[src/rtl/led_scan_pkg.sv]
// rtl/led_scan_pkg.sv - shared geometry, state and row types for the LED matrix scan capture
//
// Purpose: common definitions imported by scan_row_detector and led_matrix_scan_capture.
//   ROWS/COLS/PLANES : matrix geometry (8 rows, 8 columns, 3 colour planes)
//   state_t          : frame assembly state (HUNT waits for row 0, CAPTURE follows rows in order)
//   row_t            : 3-bit scan row index
//   pix_row_t        : one row of all planes, packed {A,B,C}, 1 = lit
package led_scan_pkg;

  localparam int ROWS   = 8;
  localparam int COLS   = 8;
  localparam int PLANES = 3;

  typedef enum logic {HUNT, CAPTURE} state_t;

  typedef logic [2:0]              row_t;
  typedef logic [COLS*PLANES-1:0]  pix_row_t;

endpackage

[src/rtl/scan_row_detector.sv]
// rtl/scan_row_detector.sv - synchronizes the scan bus and emits one sample per stable row dwell
//
// Purpose: brings the asynchronous scan bus into the CLK domain, measures how long the
// row index has been stable, and produces a single sample pulse once it has settled.
// Ports:
//   CLK, reset        : clock, synchronous active-high reset
//   scan_en           : scan bus enable (raw)
//   row_sel           : scan row (raw)
//   col_a_n/b_n/c_n   : active-low column planes (raw)
//   sample            : one-cycle pulse, row/cols valid while high
//   row               : row index of the sample
//   cols              : {A,B,C} of the sample, inverted so 1 = lit
//   stall             : level, row has dwelt TIMEOUT_CYCLES without changing
module scan_row_detector
  import led_scan_pkg::*;
#(
  parameter int SETTLE_CYCLES  = 4,
  parameter int TIMEOUT_CYCLES = 200000
) (
  input  logic       CLK,
  input  logic       reset,
  input  logic       scan_en,
  input  logic [2:0] row_sel,
  input  logic [7:0] col_a_n,
  input  logic [7:0] col_b_n,
  input  logic [7:0] col_c_n,
  output logic       sample,
  output row_t       row,
  output pix_row_t   cols,
  output logic       stall
);

  localparam int            DW          = $clog2(TIMEOUT_CYCLES + 1);
  localparam logic [DW-1:0] SETTLE_LAST = DW'(SETTLE_CYCLES - 1);
  localparam logic [DW-1:0] TIMEOUT_MAX = DW'(TIMEOUT_CYCLES);

  logic          en_s1, en_s2;
  row_t          row_s1, row_s2;
  pix_row_t      cols_s1, cols_s2;
  logic [DW-1:0] dwell;
  logic          row_change;

  // Looking one stage ahead lets the dwell count restart on the same edge the
  // new row lands in row_s2, so dwell == k means row_s2 has held for k+1 cycles.
  assign row_change = (row_s1 != row_s2);

  always_ff @(posedge CLK) begin
    if (reset) begin
      en_s1   <= 1'b0;
      en_s2   <= 1'b0;
      row_s1  <= '0;
      row_s2  <= '0;
      cols_s1 <= '0;
      cols_s2 <= '0;
      dwell   <= '0;
      sample  <= 1'b0;
      row     <= '0;
      cols    <= '0;
      stall   <= 1'b0;
    end else begin
      en_s1   <= scan_en;
      en_s2   <= en_s1;
      row_s1  <= row_sel;
      row_s2  <= row_s1;
      cols_s1 <= {col_a_n, col_b_n, col_c_n};
      cols_s2 <= cols_s1;

      if (row_change) begin
        dwell <= '0;
      end else if (dwell != TIMEOUT_MAX) begin
        dwell <= dwell + DW'(1);
      end

      // row_s2 still holds the settled row on this edge even if a change is pending.
      sample <= en_s2 && (dwell == SETTLE_LAST);
      if (dwell == SETTLE_LAST) begin
        row  <= row_s2;
        cols <= ~cols_s2;
      end

      if (row_change) begin
        stall <= 1'b0;
      end else if (dwell == TIMEOUT_MAX) begin
        stall <= 1'b1;
      end
    end
  end

endmodule

[src/rtl/led_matrix_scan_capture.sv]
// rtl/led_matrix_scan_capture.sv - rebuilds double-buffered 8x8x3 frames from a row-scanned LED bus
//
// Purpose: assembles samples from scan_row_detector into a shadow frame, commits it to the
// front buffer when row 7 completes an in-order scan, and exposes the front buffer.
// Optional feature macro: LED_SCAN_CAP_STABLE_EN (frame_stable after STABLE_FRAMES identical frames).
// Ports:
//   CLK, reset          : clock, synchronous active-high reset
//   scan_en, row_sel    : scan bus enable and row index
//   col_a_n/b_n/c_n     : active-low column planes
//   rd_row / rd_data    : front-buffer read port, {A,B,C} 1 = lit, one cycle latency
//   frame_done          : pulse the cycle after a frame commit
//   frame_count         : committed frames, wrapping
//   seq_err             : pulse on an out-of-order row
//   seq_err_count       : out-of-order rows, saturating at 255
//   scan_stall          : row dwell exceeded TIMEOUT_CYCLES
//   frame_stable        : identical-frame indicator (0 unless the feature is built in)
module led_matrix_scan_capture
  import led_scan_pkg::*;
#(
  parameter int SETTLE_CYCLES  = 4,
  parameter int TIMEOUT_CYCLES = 200000
`ifdef LED_SCAN_CAP_STABLE_EN
  ,
  parameter int STABLE_FRAMES  = 3
`endif
) (
  input  logic        CLK,
  input  logic        reset,
  input  logic        scan_en,
  input  logic [2:0]  row_sel,
  input  logic [7:0]  col_a_n,
  input  logic [7:0]  col_b_n,
  input  logic [7:0]  col_c_n,
  input  logic [2:0]  rd_row,
  output logic [23:0] rd_data,
  output logic        frame_done,
  output logic [15:0] frame_count,
  output logic        seq_err,
  output logic [7:0]  seq_err_count,
  output logic        scan_stall,
  output logic        frame_stable
);

  logic     det_sample;
  row_t     det_row;
  pix_row_t det_cols;
  logic     det_stall;

  scan_row_detector #(
    .SETTLE_CYCLES  (SETTLE_CYCLES),
    .TIMEOUT_CYCLES (TIMEOUT_CYCLES)
  ) u_detector (
    .CLK     (CLK),
    .reset   (reset),
    .scan_en (scan_en),
    .row_sel (row_sel),
    .col_a_n (col_a_n),
    .col_b_n (col_b_n),
    .col_c_n (col_c_n),
    .sample  (det_sample),
    .row     (det_row),
    .cols    (det_cols),
    .stall   (det_stall)
  );

  state_t   state_q, state_d;
  row_t     exp_row_q, exp_row_d;
  pix_row_t shadow [ROWS];
  pix_row_t front  [ROWS];
  pix_row_t new_frame [ROWS];
  logic     shadow_we;
  logic     commit;
  logic     seq_err_d;

  always_comb begin
    state_d   = state_q;
    exp_row_d = exp_row_q;
    shadow_we = 1'b0;
    commit    = 1'b0;
    seq_err_d = 1'b0;
    if (det_stall) begin
      state_d   = HUNT;
      exp_row_d = '0;
    end else if (det_sample) begin
      if (state_q == HUNT) begin
        if (det_row == 3'd0) begin
          shadow_we = 1'b1;
          exp_row_d = 3'd1;
          state_d   = CAPTURE;
        end
      end else if (det_row == exp_row_q) begin
        shadow_we = 1'b1;
        exp_row_d = det_row + 3'd1;
        commit    = (det_row == 3'd7);
      end else begin
        seq_err_d = 1'b1;
        if (det_row == 3'd0) begin
          shadow_we = 1'b1;
          exp_row_d = 3'd1;
        end else begin
          state_d   = HUNT;
          exp_row_d = '0;
        end
      end
    end
  end

  // Complete frame as it will look after this sample: shadow with the incoming row merged in.
  always_comb begin
    for (int r = 0; r < ROWS; r++) begin
      new_frame[r] = shadow[r];
    end
    new_frame[det_row] = det_cols;
  end

  always_ff @(posedge CLK) begin
    if (reset) begin
      state_q       <= HUNT;
      exp_row_q     <= '0;
      for (int r = 0; r < ROWS; r++) begin
        shadow[r] <= '0;
        front[r]  <= '0;
      end
      rd_data       <= '0;
      frame_done    <= 1'b0;
      frame_count   <= '0;
      seq_err       <= 1'b0;
      seq_err_count <= '0;
    end else begin
      state_q   <= state_d;
      exp_row_q <= exp_row_d;
      if (shadow_we) begin
        shadow[det_row] <= det_cols;
      end
      if (commit) begin
        for (int r = 0; r < ROWS; r++) begin
          front[r] <= new_frame[r];
        end
        frame_count <= frame_count + 16'd1;
      end
      // Reads the pre-commit front on the commit edge.
      rd_data    <= front[rd_row];
      frame_done <= commit;
      seq_err    <= seq_err_d;
      if (seq_err_d && (seq_err_count != 8'hFF)) begin
        seq_err_count <= seq_err_count + 8'd1;
      end
    end
  end

  assign scan_stall = det_stall;

`ifdef LED_SCAN_CAP_STABLE_EN
  logic [7:0] stable_cnt;
  logic [7:0] stable_cnt_d;
  logic       frame_match;

  always_comb begin
    frame_match = 1'b1;
    for (int r = 0; r < ROWS; r++) begin
      if (new_frame[r] != front[r]) begin
        frame_match = 1'b0;
      end
    end
    if (!frame_match) begin
      stable_cnt_d = 8'd1;
    end else if (stable_cnt == 8'hFF) begin
      stable_cnt_d = stable_cnt;
    end else begin
      stable_cnt_d = stable_cnt + 8'd1;
    end
  end

  always_ff @(posedge CLK) begin
    if (reset) begin
      stable_cnt   <= '0;
      frame_stable <= 1'b0;
    end else if (commit) begin
      stable_cnt   <= stable_cnt_d;
      frame_stable <= ({24'd0, stable_cnt_d} >= 32'(STABLE_FRAMES));
    end
  end
`else
  assign frame_stable = 1'b0;
`endif

endmodule

[config.mk]
export PLATFORM = sky130hd
export DESIGN_NAME = led_matrix_scan_capture
export DESIGN_NICKNAME = d
export VERILOG_FILES = /design/src/rtl/led_scan_pkg.sv /design/src/rtl/scan_row_detector.sv /design/src/rtl/led_matrix_scan_capture.sv
export SDC_FILE = /design/constraint.sdc
export NUM_CORES = 1
export LEC_CHECK = 0
export BUFFER_PORTS_ARGS = -buffer_cell sky130_fd_sc_hd__buf_4
export CAP_MARGIN = 10
export CORE_MARGIN = 5
export CORE_UTILIZATION = 60
export DETAILED_ROUTE_END_ITERATION = 8
export PLACE_DENSITY = 0.88
export SKIP_LAST_GASP = 1
export SYNTH_ARGS = -nofsm -noshare
export SYNTH_HDL_FRONTEND = slang
export SYNTH_SLANG_ARGS = --single-unit
[constraint.sdc]
create_clock -name CLK -period 8.54 [get_ports CLK]
set_input_delay 0.427 -clock CLK [delete_from_list [all_inputs] [get_ports CLK]]
set_output_delay 0.427 -clock CLK [all_outputs]
set_load 0.02 [all_outputs]
==> out/results.ini <==
[cells_and_area]
multi_input_area_mm2=0.00746
n_antenna_cell=0
drive_gt1_share_pct=13.7
finish.utilization_pct=67.4
fill_cells=2474
layout_common_cells=nand2_1, edfxtp_1, a21oi_1, and2_1, dfxtp_1
nets=1988
syn_to_final_growth_pct=10.9
regArea_mm2=0.0147
final_common_cell=nand2_1

[worst_setup_path]
end_kind=flop
crit_start=u_detector.row[0]
cp.arrival_ns=4.72
reg2reg_slack_ns=4.02
ff2ff_path_depth=6
r2r-end=front[7][2]
r2r_start=u_detector.row[0]
crit_path_max_fanout=69
crit_type=flop to flop
cp-start-kind=flop
critical_path_required_ns=8.74

[yosys]
yosys-top-cells-area=edfxtp_1, dfxtp_1, nand2_1
synth_sequential_area_ratio_pct=64.1
synthFlopType=edfxtp_1
syn_area_per_cell_um2=11.6
synth_cell_types=57
synth_top_area_share_pct=50.4
yosys_register_bits=541
synth_enable_flop_cells=384
yosys.area.top_type=edfxtp_1
yosys_warnings=0
syn-instance-count=1967
syn_nets=2007
synthesis.area_mm2=0.0229
synth_async_sr_flop_share_pct=0

[worst_hold_path]
worstHoldPathType=primary input to flop
hold_end=u_detector.cols_s1[6]
holdPathStages=2
hold_path.startpoint=col_c_n[6]

[placement]
port_buffers=83
gp_congestion=0.840
hpwlAfterDp_um=31000

[die]
ioPinCount=85
die_area_mm2=0.0422
die_w_um=205
fp-row-count=71
die-height_um=205
coreArea_mm2=0.0377
start_util_pct=60.8

[clocking]
cts_setup_buffers=0
cts_root_buffer=clkbuf_16
cts_resized=0
htreeDepth=2
cts-hold-fix-buffers=0
cts_tree=yes
clock_path_buffers=3
cts.sinks=541
cts.clk_slew.worst_paths_ns=0.06
insertion_delay_ns=0.58
cts_buffers=52

[routing]
avgViaCountPerCell=6.07
vias=15181
drt_iter0_markers=1819
wl_um=53800
drc_errors=0
postRouteAntennaNets=0
post_drt_wl_per_cell_um=21.5
dr.pass1.iters=7

[pwr]
seqPwrFrac_pct=52.5
peakVddDrop_mv=0.150
sw_frac_of_total_pct=20.5
combPwrFrac_pct=3.7
intPower_mw=4.43
p_per_area_mw_per_mm2=219
power_leakage_nw=9.04
switchingPower_mw=1.14
p_clk_share_pct=43.8

[grt]
grt_pass1_vias=15373
grt_max_degree=129
grt_overflow=0
antenna_found_initial=0
grt_pass1_wl_um=83900
grtUsageTotal_pct=25.5

[sta]
fin_crit_sh_pct=52.9
finalMaxSlewViolations=0
relSlewSlack_pct=12.4
worst_slew_pin_slew_ns=1.31
tns_ns=0
clock_skew_ns=0.0106
fmax_ghz=0.221
hold_violations=0
rsz0062_at_grt=false
setup_viol_count_final=0
fin_crit_ns=4.52

[flow_run]
drv_cap=0

[status]
outcome=complete, no violations

[state kept, by name, indices dropped and copies added, names as in the netlist, 8 cells and up]
signal,flops
frame_count,16
front,192
rd_data,24
seq_err_count,8
shadow,192
u_detector.cols,24
u_detector.cols_s1,24
u_detector.cols_s2,24
u_detector.dwell,18
[power groups by stage]
| stage | clock network [mW] | logic [mW] | registers [mW] |
|---|---|---|---|
| after CTS | 2.45 | 0.205 | 2.92 |
| after detailed placement | 0 | 0.203 | 2.98 |
| after global placement | 0 | 0.197 | 2.97 |
| final | 2.44 | 0.205 | 2.92 |
| after global routing | 2.56 | 0.219 | 2.93 |
| after floorplan | 0 | 0.128 | 2.98 |
[area by class of cell]
cell class / instances / area share, %
Sequential cell: 541 / 57.8
Multi-Input combinational cell: 1239 / 29.4
Clock buffer: 62 / 5.60
Timing Repair Buffer: 101 / 3.00
Tap cell: 511 / 2.52
Clock inverter: 32 / 1.54
Inverter: 13 / 0.192
[metal layers]
metal | wire length [um] | global-route usage (%) | vias to the layer above | part of all wire (%)
li1 | - | - | 6816 | -
met1 | 19600 | 32.8 | 7286 | 36
met2 | 26800 | 43.2 | 918 | 50
met3 | 5210 | 3.92 | 161 | 9.7
met4 | 2140 | 11.3 | 0 | 4.0
met5 | 0 | 0 | - | 0
[synthesized netlist by cell type (15+ instances only)]
| master | number |
|---|---|
| o21ai_0 | 20 |
| buf_2 | 16 |
| and2_1 | 194 |
| or3_1 | 15 |
| a211oi_1 | 24 |
| dfxtp_1 | 157 |
| nor2b_1 | 64 |
| mux2i_1 | 25 |
| a21oi_1 | 246 |
| clkbuf_1 | 123 |
| mux4_2 | 48 |
| nand2_1 | 402 |
| nand3_1 | 24 |
| nor2_1 | 52 |
| edfxtp_1 | 384 |
[logic make-up (layout without fill, tap and decap cells)]
| group | count (synthesis) | count (layout) | synth area share (%) |
|---|---|---|---|
| other cells | 1 | 1 | 0.0164 |
| mux | 79 | 79 | 6.11 |
| xor+xnor | 15 | 15 | 0.672 |
| simple gates | 831 | 831 | 18.0 |
| fa+ha+maj | 7 | 7 | 0.383 |
| compound gates | 306 | 306 | 7.18 |
| buf+inv | 187 | 208 | 3.49 |
| flops | 541 | 541 | 64.1 |
[worst max-delay path by stage]
| stage | endpoint | slack, ns | cells past startpoint |
|---|---|---|---|
| 2_1_floorplan | front[0][0] | 2.10 | 4 |
| 6_report | front[7][2] | 4.02 | 6 |
| 4_1_cts | front[5][3] | 4.16 | 6 |
| 5_1_grt | front[5][3] | 3.86 | 6 |
| 3_5_place_dp | front[2][7] | 4.13 | 6 |
| 3_3_place_gp | front[2][8] | 4.32 | 6 |
[critical path, cell delays in order, from the launching register on]
cell      delay (ns)
dfxtp_1         0.64
ha_1            0.26
ha_1            0.19
and4b_1         0.21
nand4_1         0.77
nand2b_4        1.07
buf_4           0.87
[metrics by stage]
step	cells	setup slack (ns)	instance area, um^2	power (mW)	hold slack (ns)
after floorplan	1967	2.10	22900	3.11	0.391
after global placement	2405	4.32	23600	3.17	0.394
after detailed placement	2405	4.13	23600	3.18	0.399
after CTS	2499	4.16	25400	5.58	0.0390
after global routing	2499	3.86	25400	5.71	0.0509
final	2499	4.02	25400	5.56	0.0564
(Power assumes the default switching activity.)
